`config.mk`:
```
export PLATFORM = sky130hd
export DESIGN_NAME = vga_sync_decoder
export DESIGN_NICKNAME = d
export VERILOG_FILES = /design/src/rtl/vga_sync_decoder_pkg.sv /design/src/rtl/vga_sync_decoder_edge_sync.sv /design/src/rtl/vga_sync_decoder.sv
export SDC_FILE = /design/constraint.sdc
export NUM_CORES = 1
export LEC_CHECK = 0
export CAP_MARGIN = 20
export CORE_MARGIN = 3
export CORE_UTILIZATION = 40
export CTS_CLUSTER_DIAMETER = 200
export DETAILED_ROUTE_END_ITERATION = 16
export PLACE_DENSITY_LB_ADDON = 0.25
export SYNTH_ARGS = -nofsm -noshare
export SYNTH_HDL_FRONTEND = slang
export SYNTH_HIERARCHICAL = 1
export SYNTH_SLANG_ARGS = --single-unit
export TNS_END_PERCENT = 50
```
`constraint.sdc`:
```
create_clock -name Master_Clock_In -period 3.3 [get_ports Master_Clock_In]
set_input_delay 0.33 -clock Master_Clock_In [delete_from_list [all_inputs] [get_ports Master_Clock_In]]
set_output_delay 0.33 -clock Master_Clock_In [all_outputs]
set_load 0.01 [all_outputs]
```
`src/rtl/vga_sync_decoder_pkg.sv`:
```
// Shared 640x480@60 timing constants and decoder FSM encodings.
// Used by the sync generator and the sync decoder alike.
package vga_sync_decoder_pkg;

   localparam int VGA_H_VISIBLE = 640;
   localparam int VGA_H_FP      = 16;
   localparam int VGA_H_SYNC    = 96;
   localparam int VGA_H_BP      = 48;
   localparam int VGA_V_VISIBLE = 480;
   localparam int VGA_V_FP      = 10;
   localparam int VGA_V_SYNC    = 2;
   localparam int VGA_V_BP      = 33;

   localparam int VGA_H_TOTAL =
      VGA_H_VISIBLE + VGA_H_FP + VGA_H_SYNC + VGA_H_BP;
   localparam int VGA_H_SYNC_START = VGA_H_VISIBLE + VGA_H_FP;
   localparam int VGA_V_TOTAL =
      VGA_V_VISIBLE + VGA_V_FP + VGA_V_SYNC + VGA_V_BP;
   localparam int VGA_V_SYNC_START = VGA_V_VISIBLE + VGA_V_FP;

   localparam int   VGA_LOCK_LINES = 4;
   localparam logic VGA_SYNC_POL   = 1'b0;

   localparam logic [1:0] ST_SEARCH  = 2'd0;
   localparam logic [1:0] ST_H_TRAIN = 2'd1;
   localparam logic [1:0] ST_H_LOCK  = 2'd2;
   localparam logic [1:0] ST_LOCKED  = 2'd3;

   function automatic logic [9:0] wrap_inc(
      input logic [9:0] v,
      input logic [9:0] last
   );
      return (v == last) ? 10'd0 : v + 10'd1;
   endfunction

endpackage

```
`src/rtl/vga_sync_decoder_edge_sync.sv`:
```
// Sync input register plus active-edge detector.
// Edge is flagged the cycle after the active level is first registered.
module vga_edge_sync #(
   parameter logic SYNC_POL = 1'b0
) (
   input  logic clk_i,
   input  logic rst_i,
   input  logic sync_i,
   output logic edge_o
);

   logic sync_q;
   logic prev_q;

   // Reset to the idle level so an already-active input is not an edge.
   always_ff @(posedge clk_i) begin
      if (rst_i) begin
         sync_q <= ~SYNC_POL;
         prev_q <= ~SYNC_POL;
      end else begin
         sync_q <= sync_i;
         prev_q <= sync_q;
      end
   end

   assign edge_o = (sync_q == SYNC_POL) && (prev_q != SYNC_POL);

endmodule

```
`src/rtl/vga_sync_decoder.sv`:
```
// Recovers VGA raster position from incoming hsync/vsync.
// Outputs are registered from next-state values to keep fixed latency.
module vga_sync_decoder
   import vga_sync_decoder_pkg::*;
#(
   parameter int   H_VISIBLE  = VGA_H_VISIBLE,
   parameter int   H_FP       = VGA_H_FP,
   parameter int   H_SYNC     = VGA_H_SYNC,
   parameter int   H_BP       = VGA_H_BP,
   parameter int   V_VISIBLE  = VGA_V_VISIBLE,
   parameter int   V_FP       = VGA_V_FP,
   parameter int   V_SYNC     = VGA_V_SYNC,
   parameter int   V_BP       = VGA_V_BP,
   parameter int   LOCK_LINES = VGA_LOCK_LINES,
   parameter logic SYNC_POL   = VGA_SYNC_POL
) (
   input  logic       Master_Clock_In,
   input  logic       Reset_In,
   input  logic       Sync_Horiz_In,
   input  logic       Sync_Vert_In,
   output logic [9:0] Val_Col_Out,
   output logic [9:0] Val_Row_Out,
   output logic       Disp_Ena_Out,
   output logic       Frame_Start_Out,
   output logic       Locked_Out,
   output logic [7:0] Sync_Err_Count_Out
);

   localparam int H_TOTAL = H_VISIBLE + H_FP + H_SYNC + H_BP;
   localparam int V_TOTAL = V_VISIBLE + V_FP + V_SYNC + V_BP;

   localparam logic [9:0] HT_M1 = 10'(H_TOTAL - 1);
   localparam logic [9:0] VT_M1 = 10'(V_TOTAL - 1);
   localparam logic [9:0] HSS   = 10'(H_VISIBLE + H_FP);
   localparam logic [9:0] VSS   = 10'(V_VISIBLE + V_FP);
   localparam logic [9:0] HV    = 10'(H_VISIBLE);
   localparam logic [9:0] VV    = 10'(V_VISIBLE);
   localparam logic [7:0] LL_M1 = 8'(LOCK_LINES - 1);

   logic h_edge;
   logic v_edge;

   vga_edge_sync #(.SYNC_POL(SYNC_POL)) u_hsync (
      .clk_i  (Master_Clock_In),
      .rst_i  (Reset_In),
      .sync_i (Sync_Horiz_In),
      .edge_o (h_edge)
   );

   vga_edge_sync #(.SYNC_POL(SYNC_POL)) u_vsync (
      .clk_i  (Master_Clock_In),
      .rst_i  (Reset_In),
      .sync_i (Sync_Vert_In),
      .edge_o (v_edge)
   );

   logic [1:0] state_q, state_d;
   logic [9:0] hp_q, hp_d;
   logic [9:0] vp_q, vp_d;
   logic [7:0] cnt_q, cnt_d;
   logic       pend_q, pend_d;
   logic [7:0] err_q, err_d;
   logic [9:0] col_q, col_d;
   logic [9:0] row_q, row_d;
   logic       de_q, de_d;
   logic       fs_q, fs_d;
   logic       lock_q, lock_d;

   logic [9:0] hp_nxt;
   logic       consume;
   logic       h_err;
   logic       v_err;

   always_comb begin
      hp_nxt  = wrap_inc(hp_q, HT_M1);
      consume = h_edge && (pend_q || v_edge);
      pend_d  = consume ? 1'b0 : (pend_q || v_edge);
      h_err   = (state_q != ST_SEARCH)
             && (h_edge != (hp_nxt == HSS));
      v_err   = (state_q == ST_LOCKED) && consume
             && (vp_q != VSS);

      hp_d    = h_edge ? HSS : hp_nxt;
      vp_d    = (hp_q == HT_M1 && !h_edge)
              ? wrap_inc(vp_q, VT_M1) : vp_q;
      cnt_d   = cnt_q;
      state_d = state_q;

      unique case (state_q)
         ST_SEARCH: begin
            if (h_edge) begin
               cnt_d   = '0;
               state_d = ST_H_TRAIN;
            end
         end
         ST_H_TRAIN: begin
            if (h_err) begin
               cnt_d = '0;
            end else if (h_edge) begin
               if (cnt_q == LL_M1) begin
                  cnt_d   = '0;
                  state_d = ST_H_LOCK;
               end else begin
                  cnt_d = cnt_q + 8'd1;
               end
            end
         end
         ST_H_LOCK: begin
            if (h_err) begin
               state_d = ST_SEARCH;
            end else if (consume) begin
               vp_d    = VSS;
               state_d = ST_LOCKED;
            end
         end
         ST_LOCKED: begin
            if (h_err || v_err) state_d = ST_SEARCH;
         end
         default: state_d = ST_SEARCH;
      endcase

      // Coincident H and V mismatches are one event.
      err_d = ((h_err || v_err) && err_q != 8'hFF)
            ? err_q + 8'd1 : err_q;

      lock_d = (state_d == ST_LOCKED);
      col_d  = lock_d ? hp_d : 10'd0;
      row_d  = lock_d ? vp_d : 10'd0;
      de_d   = lock_d && (hp_d < HV) && (vp_d < VV);
      fs_d   = lock_d && (hp_d == 10'd0) && (vp_d == 10'd0);
   end

   always_ff @(posedge Master_Clock_In) begin
      if (Reset_In) begin
         state_q <= ST_SEARCH;
         hp_q    <= '0;
         vp_q    <= '0;
         cnt_q   <= '0;
         pend_q  <= 1'b0;
         err_q   <= '0;
         col_q   <= '0;
         row_q   <= '0;
         de_q    <= 1'b0;
         fs_q    <= 1'b0;
         lock_q  <= 1'b0;
      end else begin
         state_q <= state_d;
         hp_q    <= hp_d;
         vp_q    <= vp_d;
         cnt_q   <= cnt_d;
         pend_q  <= pend_d;
         err_q   <= err_d;
         col_q   <= col_d;
         row_q   <= row_d;
         de_q    <= de_d;
         fs_q    <= fs_d;
         lock_q  <= lock_d;
      end
   end

   assign Val_Col_Out        = col_q;
   assign Val_Row_Out        = row_q;
   assign Disp_Ena_Out       = de_q;
   assign Frame_Start_Out    = fs_q;
   assign Locked_Out         = lock_q;
   assign Sync_Err_Count_Out = err_q;

endmodule

```
==> results.json <==
{
  "start_kind": "flip-flop",
  "drtIter0Drc": 179,
  "clk_pin_slew_ns": 0.07,
  "yosys_warnings": 6,
  "worstSetupEndpointType": "flip-flop",
  "overflow": 0,
  "critPathKind": "reg -> reg",
  "grt_pass1_vias": 2748,
  "crit_path_max_fanout": 11,
  "place_area_sq_mm": 0.00377,
  "grt_use_total": 0.166,
  "ant_nets": 0,
  "hp-class": "reg -> reg",
  "rsz0062_at_grt": "false",
  "fmax_ghz": 0.340,
  "clk_latency_ns": 0.35,
  "status": "complete, no violations",
  "cts_tree": "done",
  "finalPower_mw": 1.65,
  "syn_area_per_cell_sq_um": 8.57,
  "slowest_delay_ns": 0.59,
  "viasPerCell": 5.57,
  "synth_ff_type": "dfxtp_1",
  "synth_seq_cells": 66,
  "required_ns": 3.57,
  "antenna_found_initial": 0,
  "core_sq_mm": 0.00797,
  "peakVddDrop_mv": 0.293,
  "tightest_slew_ns": 0.623,
  "reg2reg_slack_ns": 0.35,
  "grt_pass1_wl_mm": 13.0,
  "htree_levels": 3,
  "setup_tns_ns": 0,
  "start_util": 0.424,
  "first_pass_iters": 4,
  "fp.dieW_microns": 97.9,
  "stdcell_area_sq_mm": 0.00399,
  "drive_above_1_share": 0.108,
  "wl_per_cell_microns": 14.6,
  "cts-root-buf": "clkbuf_8",
  "skew_ns": 0.0134,
  "setup_viol": 0,
  "syn-cell-area_sq_mm": 0.00338,
  "synth.distinct_cells": 72,
  "insertedDiodeCount": 0,
  "postSynthCellCount": 394,
  "rows": 32,
  "powerDensity_mw_per_mm2": 415,
  "die_y_microns": 97.9,
  "post-route-drc-count": 0,
  "hpwl_mm": 5.55,
  "numCtsBuffers": 9,
  "routed_wl_mm": 7.73,
  "async_flop_share": 0,
  "dieArea_sq_mm": 0.00958,
  "crit_chain": "and4_1 > nand2_1 > o32a_2 > a21oi_2 > mux2i_1 > nand4_2 > buf_4 > nor3_1",
  "pin_count": 35,
  "postLayoutCoreUtil": 0.500,
  "period_needed_ns": 2.95,
  "place_congestion": 0.923,
  "clockBufferDepth": 2,
  "io_buffers": 34,
  "cts_setup_buffers": 0,
  "min_period_over_period": 0.893,
  "worst_ep_arrival_time_ns": 3.21,
  "nets": 433,
  "grt_max_degree": 27,
  "maxSlewViolCount": 0,
  "synth_fp_nets": 404,
  "synth_edf_count": 0,
  "power_leakage_nw": 1.38,
  "final_common_cell": "dfxtp_1",
  "cts.repair.resized": 0,
  "ys_seq_area_frac": 0.391,
  "clock-sinks": 66,
  "area_growth_pct": 18.1,
  "final_cell_mix": "dfxtp_1, nor2_1, clkdlybuf4s50_1",
  "num_vias": 2949,
  "postCtsHoldBufs": 0,
  "hold_viol": 0,
  "slowest_stage": "dfxtp_1",
  "drv_cap": 0,
  "max_slew_margin": 0.584
}
## synth_stat cells, types with 3 or more instances
master / n / area share
dfxtp_1: 66 / 0.39
nor2_1: 64 / 0.071
nand2_1: 21 / 0.023
a21oi_1: 16 / 0.024
nand3_1: 16 / 0.024
inv_1: 15 / 0.017
o21ai_0: 15 / 0.022
xnor2_1: 12 / 0.031
clkbuf_1: 11 / 0.012
and3_1: 10 / 0.019
nor3_1: 10 / 0.015
nand4_1: 9 / 0.017
a211oi_1: 8 / 0.018
nor4_1: 7 / 0.013
ha_1: 6 / 0.022
or3_1: 6 / 0.011
xor2_1: 6 / 0.016
buf_4: 5 / 0.011
o211ai_1: 5 / 0.011
o31ai_1: 5 / 0.011
nor3b_1: 4 / 0.0089
or2_1: 4 / 0.0074
a21o_1: 3 / 0.0067
and4b_1: 3 / 0.0089
mux2i_1: 3 / 0.0089
nor4_2: 3 / 0.011
## final timing paths
kind                                   from                   endpoint  depth (start not counted)
setup / recovery         hp_q[3]$_SDFF_PP0_  Val_Row_Out[2]$_SDFF_PP0_                          8
hold / removal    u_vsync/sync_q$_SDFF_PP1_  u_vsync/prev_q$_SDFF_PP1_                          1
setup reg to reg         hp_q[3]$_SDFF_PP0_  Val_Row_Out[2]$_SDFF_PP0_                          8
hold reg to reg   u_vsync/sync_q$_SDFF_PP1_  u_vsync/prev_q$_SDFF_PP1_                          1
## sequential cells by signal, summed over array words and instances, names as in the netlist
register and cells:
state_q 2, vp_q 10, u_hsync/sync_q 1, Val_Col_Out 10, Locked_Out 1, Disp_Ena_Out 1
u_vsync/sync_q 1, cnt_q 8, u_hsync/prev_q 1, hp_q 10, Sync_Err_Count_Out 8, Frame_Start_Out 1
Val_Row_Out 10, u_vsync/prev_q 1, pend_q 1
## metal layers
metal  track usage  vias up  part of all wire
met5             0        -                 0
met3        0.0450       14             0.050
met2         0.268       76              0.46
met4        0.0479        0             0.015
met1         0.219     1378              0.48
li1              -     1481                 -
## stage by stage
stage	hold WS, ns	worst slack, ns	instances
5_1_grt	0.457	0.121	529
6_report	0.432	0.355	529
3_5_place_dp	0.411	0.365	514
4_1_cts	0.431	0.348	529
2_1_floorplan	0.402	0.686	394
3_3_place_gp	0.409	0.506	514
## where the power goes
part	leakage [nW]	internal (mW)	total (mW)	switching (mW)
Combinational	0.740	0.0291	0.0747	0.0456
Clock	0.110	0.463	0.758	0.295
Sequential	0.534	0.806	0.821	0.0148
Total	1.38	1.30	1.65	0.355
## worst max-delay path, delay by kind of cell (launching register included)
family | cells | cell delay (ns)
AND/OR/NAND/NOR | 4 | 0.98
flip-flops | 1 | 0.59
buffers and inverters | 1 | 0.29
multiplexers | 1 | 0.32
AO/OA/AOI/OAI | 2 | 0.68
## final cells by class
| cell class | instances | area, sq um |
|---|---|---|
| clock buffer | 13 | 159 |
| fill | 785 | 3980 |
| clock inverter | 2 | 60.1 |
| inverter | 16 | 60.1 |
| sequential | 66 | 1320 |
| timing repair buffer | 39 | 378 |
| tap | 102 | 128 |
| multi-input combinational | 291 | 1880 |
## cell families (layout without fill, tap and decap cells)
kind of cell	count (synthesis)	after routing	synth area share
flops	66	66	0.391
mux	4	4	0.0122
fa+ha+maj	6	6	0.0222
xor+xnor	18	18	0.0467
buf+inv	37	70	0.0519
simple gates	182	182	0.292
compound gates	81	81	0.183
Power figures use the tool's default switching activity.
==> patch 1 (config.mk and constraints unchanged) <==
Reset style: asynchronous (`Reset_In` and `rst_i`), changed in 2 clocked blocks.
--- a/src/rtl/vga_sync_decoder_edge_sync.sv
+++ b/src/rtl/vga_sync_decoder_edge_sync.sv
@@ -13,7 +13,7 @@
    logic prev_q;
 
    // Reset to the idle level so an already-active input is not an edge.
-   always_ff @(posedge clk_i) begin
+   always_ff @(posedge clk_i or posedge rst_i) begin
       if (rst_i) begin
          sync_q <= ~SYNC_POL;
          prev_q <= ~SYNC_POL;
--- a/src/rtl/vga_sync_decoder.sv
+++ b/src/rtl/vga_sync_decoder.sv
@@ -130,7 +130,7 @@
       fs_d   = lock_d && (hp_d == 10'd0) && (vp_d == 10'd0);
    end
 
-   always_ff @(posedge Master_Clock_In) begin
+   always_ff @(posedge Master_Clock_In or posedge Reset_In) begin
       if (Reset_In) begin
          state_q <= ST_SEARCH;
          hp_q    <= '0;
Formal check against the unedited RTL: differs if Reset_In is asserted again (counterexample within 10 cycles, from zero or initial values and one cycle with Reset_In high); with Reset_In held inactive, the same outputs for 10 cycles.
==> patch 1 against the unedited design <==
Die area rose by 5.8%; critical path type unchanged; final cell count fell by 5.1%; design area rose by 5.9%; critical path depth did not move; first-iteration DRC count fell by 37%; sequential cell count did not move; worst setup slack improved by 110 ps; routed wire length rose by 2.1%; clock skew fell by 1.5 ps; synthesized area rose by 6.2%; sequential share of layout area rose by 6.1 points; critical endpoint is now Disp_Ena_Out.
Power is not compared: it rests on default switching activity, and its combinational part moved more than twofold at a synthesized area within 25%.
==> patch 1: results (changes against the unedited design) <==
run_status: "completed"
seq_area_sq_um: 1657  # +25%
synthesis.instances: 357  # -9.4%
drive_gt1_frac: 0.1360  # +0.02829
portion_of_the_clock_cycle_consumed_by_the_worst_path_in_the_final_layout: 0.8591  # -0.03344
regToRegSetupSlack_ps: 460  # +110 ps
area_delta_synth_final_pct: 17.70
synth.area.top_cells: "dfrtp_1 43%, nor2_1 3.2%, dfstp_2 2.9%"
tightest_slew_margin_relative_to_the_limit: 0.5839  # about the same
detail_route.iter0.violations: 112  # -37%
clk_share: 0.04330  # -0.01165
tot_pwr_mw: 2.018
placement_rows: 33  # +3.1%
place.detailed.hpwl_um: 5547  # -0.12%
cp_data_arrival_time_ps: 3080  # -130 ps
hold_slack_ps: 218.6  # -213.8 ps
ys_top_cells_by_count: "62 x dfrtp_1, 31 x nor2_1, 23 x nand2_1"
number_of_distinct_standard_cells_referenced_by_the_synthesized_netlist: 73  # +1.4%
num-nets-final: 402  # -7.2%
worstReg2RegEnd: "Disp_Ena_Out"
grt_max_degree: 49  # +81%
wire_per_inst_um: 15.73  # +7.6%
synth-warning-count: 6  # unchanged
critical_path_peak_fanout: 23  # +12
signal_buf_overhead: 0.09609  # +0.001266
cpMaxStageDelayCell: "or4bb_1"
preCtsSetupSlack_ps: 526.6  # +161.6 ps
synth-seq-area-share: 0.4621  # +0.07073
worst_hold_path_type: "input port to asynchronous set/reset pin"
async_flop_share: 1.000  # +1.000
clock_skew_ps: 11.84  # -1.521 ps
cell_internal_pwr_mw: 1.372
nFillCells: 791  # +0.76%
place_inst: 485  # -5.6%
multi_input_area_share: 0.4235  # -0.04810
cts.repair.resized: 0  # unchanged
r2r_start: "hp_q[0]"
grt_antenna_before_repair: 0  # unchanged
insertedDiodeCount: 0  # unchanged
dpl-instance-area_sq_um: 4016  # +6.6%
p_seq_mw: 0.961
place.gp.congestion: 0.8439  # -8.5%
vias_in_the_first_global_route: 2817  # +2.5%
grt_first_pass_wirelength_um: 13680  # +4.8%
final.signal_inverter_count: 15  # -1
grt_overall_usage: 0.1700  # +0.003925
num-multi-input-gates: 259  # -11%
non_clock_buffer_count: 41  # +5.1%
synth_fp_nets: 367  # -9.2%
timing.critical_path.slowest_cell_delay_ps: 500  # -90 ps
leakage_nw: 1.748
finalWirelength_um: 7896  # +2.1%
route.detailed.vias_per_inst: 5.582  # +0.13%
peakVddDrop_v: 0.0001990
path_delay_family: "compound AO/OA/AOI/OAI gates"
final.clkbuf_count: 12  # -1
[patch 1: cell types whose count changed after synthesis, sizes merged, moves of 5 or more]
cell	delta
o211ai	-5
nor3	+8
a211oi	-7
nor2	-33
a32oi	+5
dfrtp	+62
dfxtp	-66
xnor2	-7
nor2b	+5
[patch 1: cell families (layout without fill, tap and decap cells)]
family | after synthesis | in the layout | synth area share
AOI/OAI and AO/OA | 69 | 69 | 0.1550
xor gates and xnor gates | 15 | 15 | 0.03665
adders and majority gates | 6 | 6 | 0.02094
buffers and inverters | 32 | 72 | 0.03944
DFF | 66 | 66 | 0.4621
muxes | 4 | 4 | 0.01640
and+or+nand+nor | 165 | 165 | 0.2695
[patch 1: layer usage]
metal | GRT usage | up-vias | share of wire
li1 | - | 1381 | -
met2 | 0.2658 | 64 | 0.48
met5 | 0 | - | 0
met4 | 0.07150 | 0 | 0.019
met3 | 0.04014 | 14 | 0.041
met1 | 0.2256 | 1343 | 0.46
==> patch 2 (same flow settings) <==
Made on the original files. Remove the register `col_q`: a continuous assignment takes its place, so the output `Val_Col_Out` follows one clock earlier.
--- a/src/rtl/vga_sync_decoder.sv
+++ b/src/rtl/vga_sync_decoder.sv
@@ -138,7 +138,6 @@
          cnt_q   <= '0;
          pend_q  <= 1'b0;
          err_q   <= '0;
-         col_q   <= '0;
          row_q   <= '0;
          de_q    <= 1'b0;
          fs_q    <= 1'b0;
@@ -150,13 +149,14 @@
          cnt_q   <= cnt_d;
          pend_q  <= pend_d;
          err_q   <= err_d;
-         col_q   <= col_d;
          row_q   <= row_d;
          de_q    <= de_d;
          fs_q    <= fs_d;
          lock_q  <= lock_d;
       end
    end
+
+   assign col_q = col_d;
 
    assign Val_Col_Out        = col_q;
    assign Val_Row_Out        = row_q;
Behaviour: same outputs for any inputs over 10 cycles, from zero or initial values and one cycle with Reset_In high; that may be too few to reach the edited logic, so the function may still have changed.
==> patch 2 against the unedited design <==
Total power down 29%; sequential share of layout area shrank 1.2 points; worst setup slack lost 220 ps; worst hold slack better by 4.3 ps; core utilization grew 0.79 points; largest power group unchanged; global-route usage is 0.34 points higher; sequential cell count fell by 10; design area down 11%; routed wire length fell by 9.8%; sequential power is 15% lower; synthesized area decreased by 12%; critical path depth unchanged.
==> patch 2: results (changes against the unedited design) <==
run_status: "completed"
gr-usage-met1: 0.2295  # +0.01088
number_of_distinct_standard_cells_referenced_by_the_synthesized_netlist: 61  # -15%
portion_of_the_clock_cycle_consumed_by_the_worst_path_in_the_final_layout: 0.9592  # +0.06661
clock_skew_ps: 7.002  # -6.359 ps
place.gp.congestion: 0.9493  # +2.9%
grt_overall_usage: 0.1695  # +0.003358
cp_data_arrival_time_ps: 2840  # -370 ps
dpl-instance-area_sq_um: 3374  # -10%
grt_max_degree: 32  # +19%
timing.critical_path.slowest_cell_delay_ps: 550  # -40 ps
synth_fp_nets: 363  # -10%
met3RoutedLength_um: 334  # -13%
vias: 2629  # -11%
r2r_cells: 9  # +1
drive_gt1_frac: 0.1302  # +0.02248
synth-seq-area-share: 0.3781  # -0.01334
place.detailed.hpwl_um: 5114  # -7.9%
cpMaxStageDelayCell: "clkdlybuf4s50_1"
postSynthRegisterBits: 56  # -15%
startpoint: "hp_q[2]"
place_inst: 470  # -8.6%
worstReg2RegEnd: "Disp_Ena_Out"
m1WireLength_um: 3225  # -12%
final-instance-count-excl-fill: 480  # -9.3%
num-nets-final: 393  # -9.2%
cts-buffers-inserted: 5  # -4
==> patch 2: changes by cell type after synthesis, moves of 4 or more <==
cell,change
o31ai_1,-5
inv_1,-6
a31oi_1,+5
nor2_1,-8
dfxtp_1,-10
nand4_1,-4
a211oi_1,-7
nor3_1,+10
or3_1,-5
nor2b_1,+4
o21ai_0,-10
xnor2_1,+6
==> patch 2: cell families (layout without fill, tap and decap cells) <==
logic type,after synthesis,count (layout),share of synthesized area
DFF,56,56,0.3781
adders and majority gates,6,6,0.02532
muxes,5,5,0.01772
and+or+nand+nor,181,181,0.3384
xor gates and xnor gates,25,25,0.07384
AOI/OAI and AO/OA,50,50,0.1177
buffers and inverters,30,61,0.04894
==> patch 2: power by group <==
part | internal (mW) | switching, mW
clock network | 0.157 | 0.241
registers | 0.685 | 0.0153
logic | 0.0306 | 0.0464
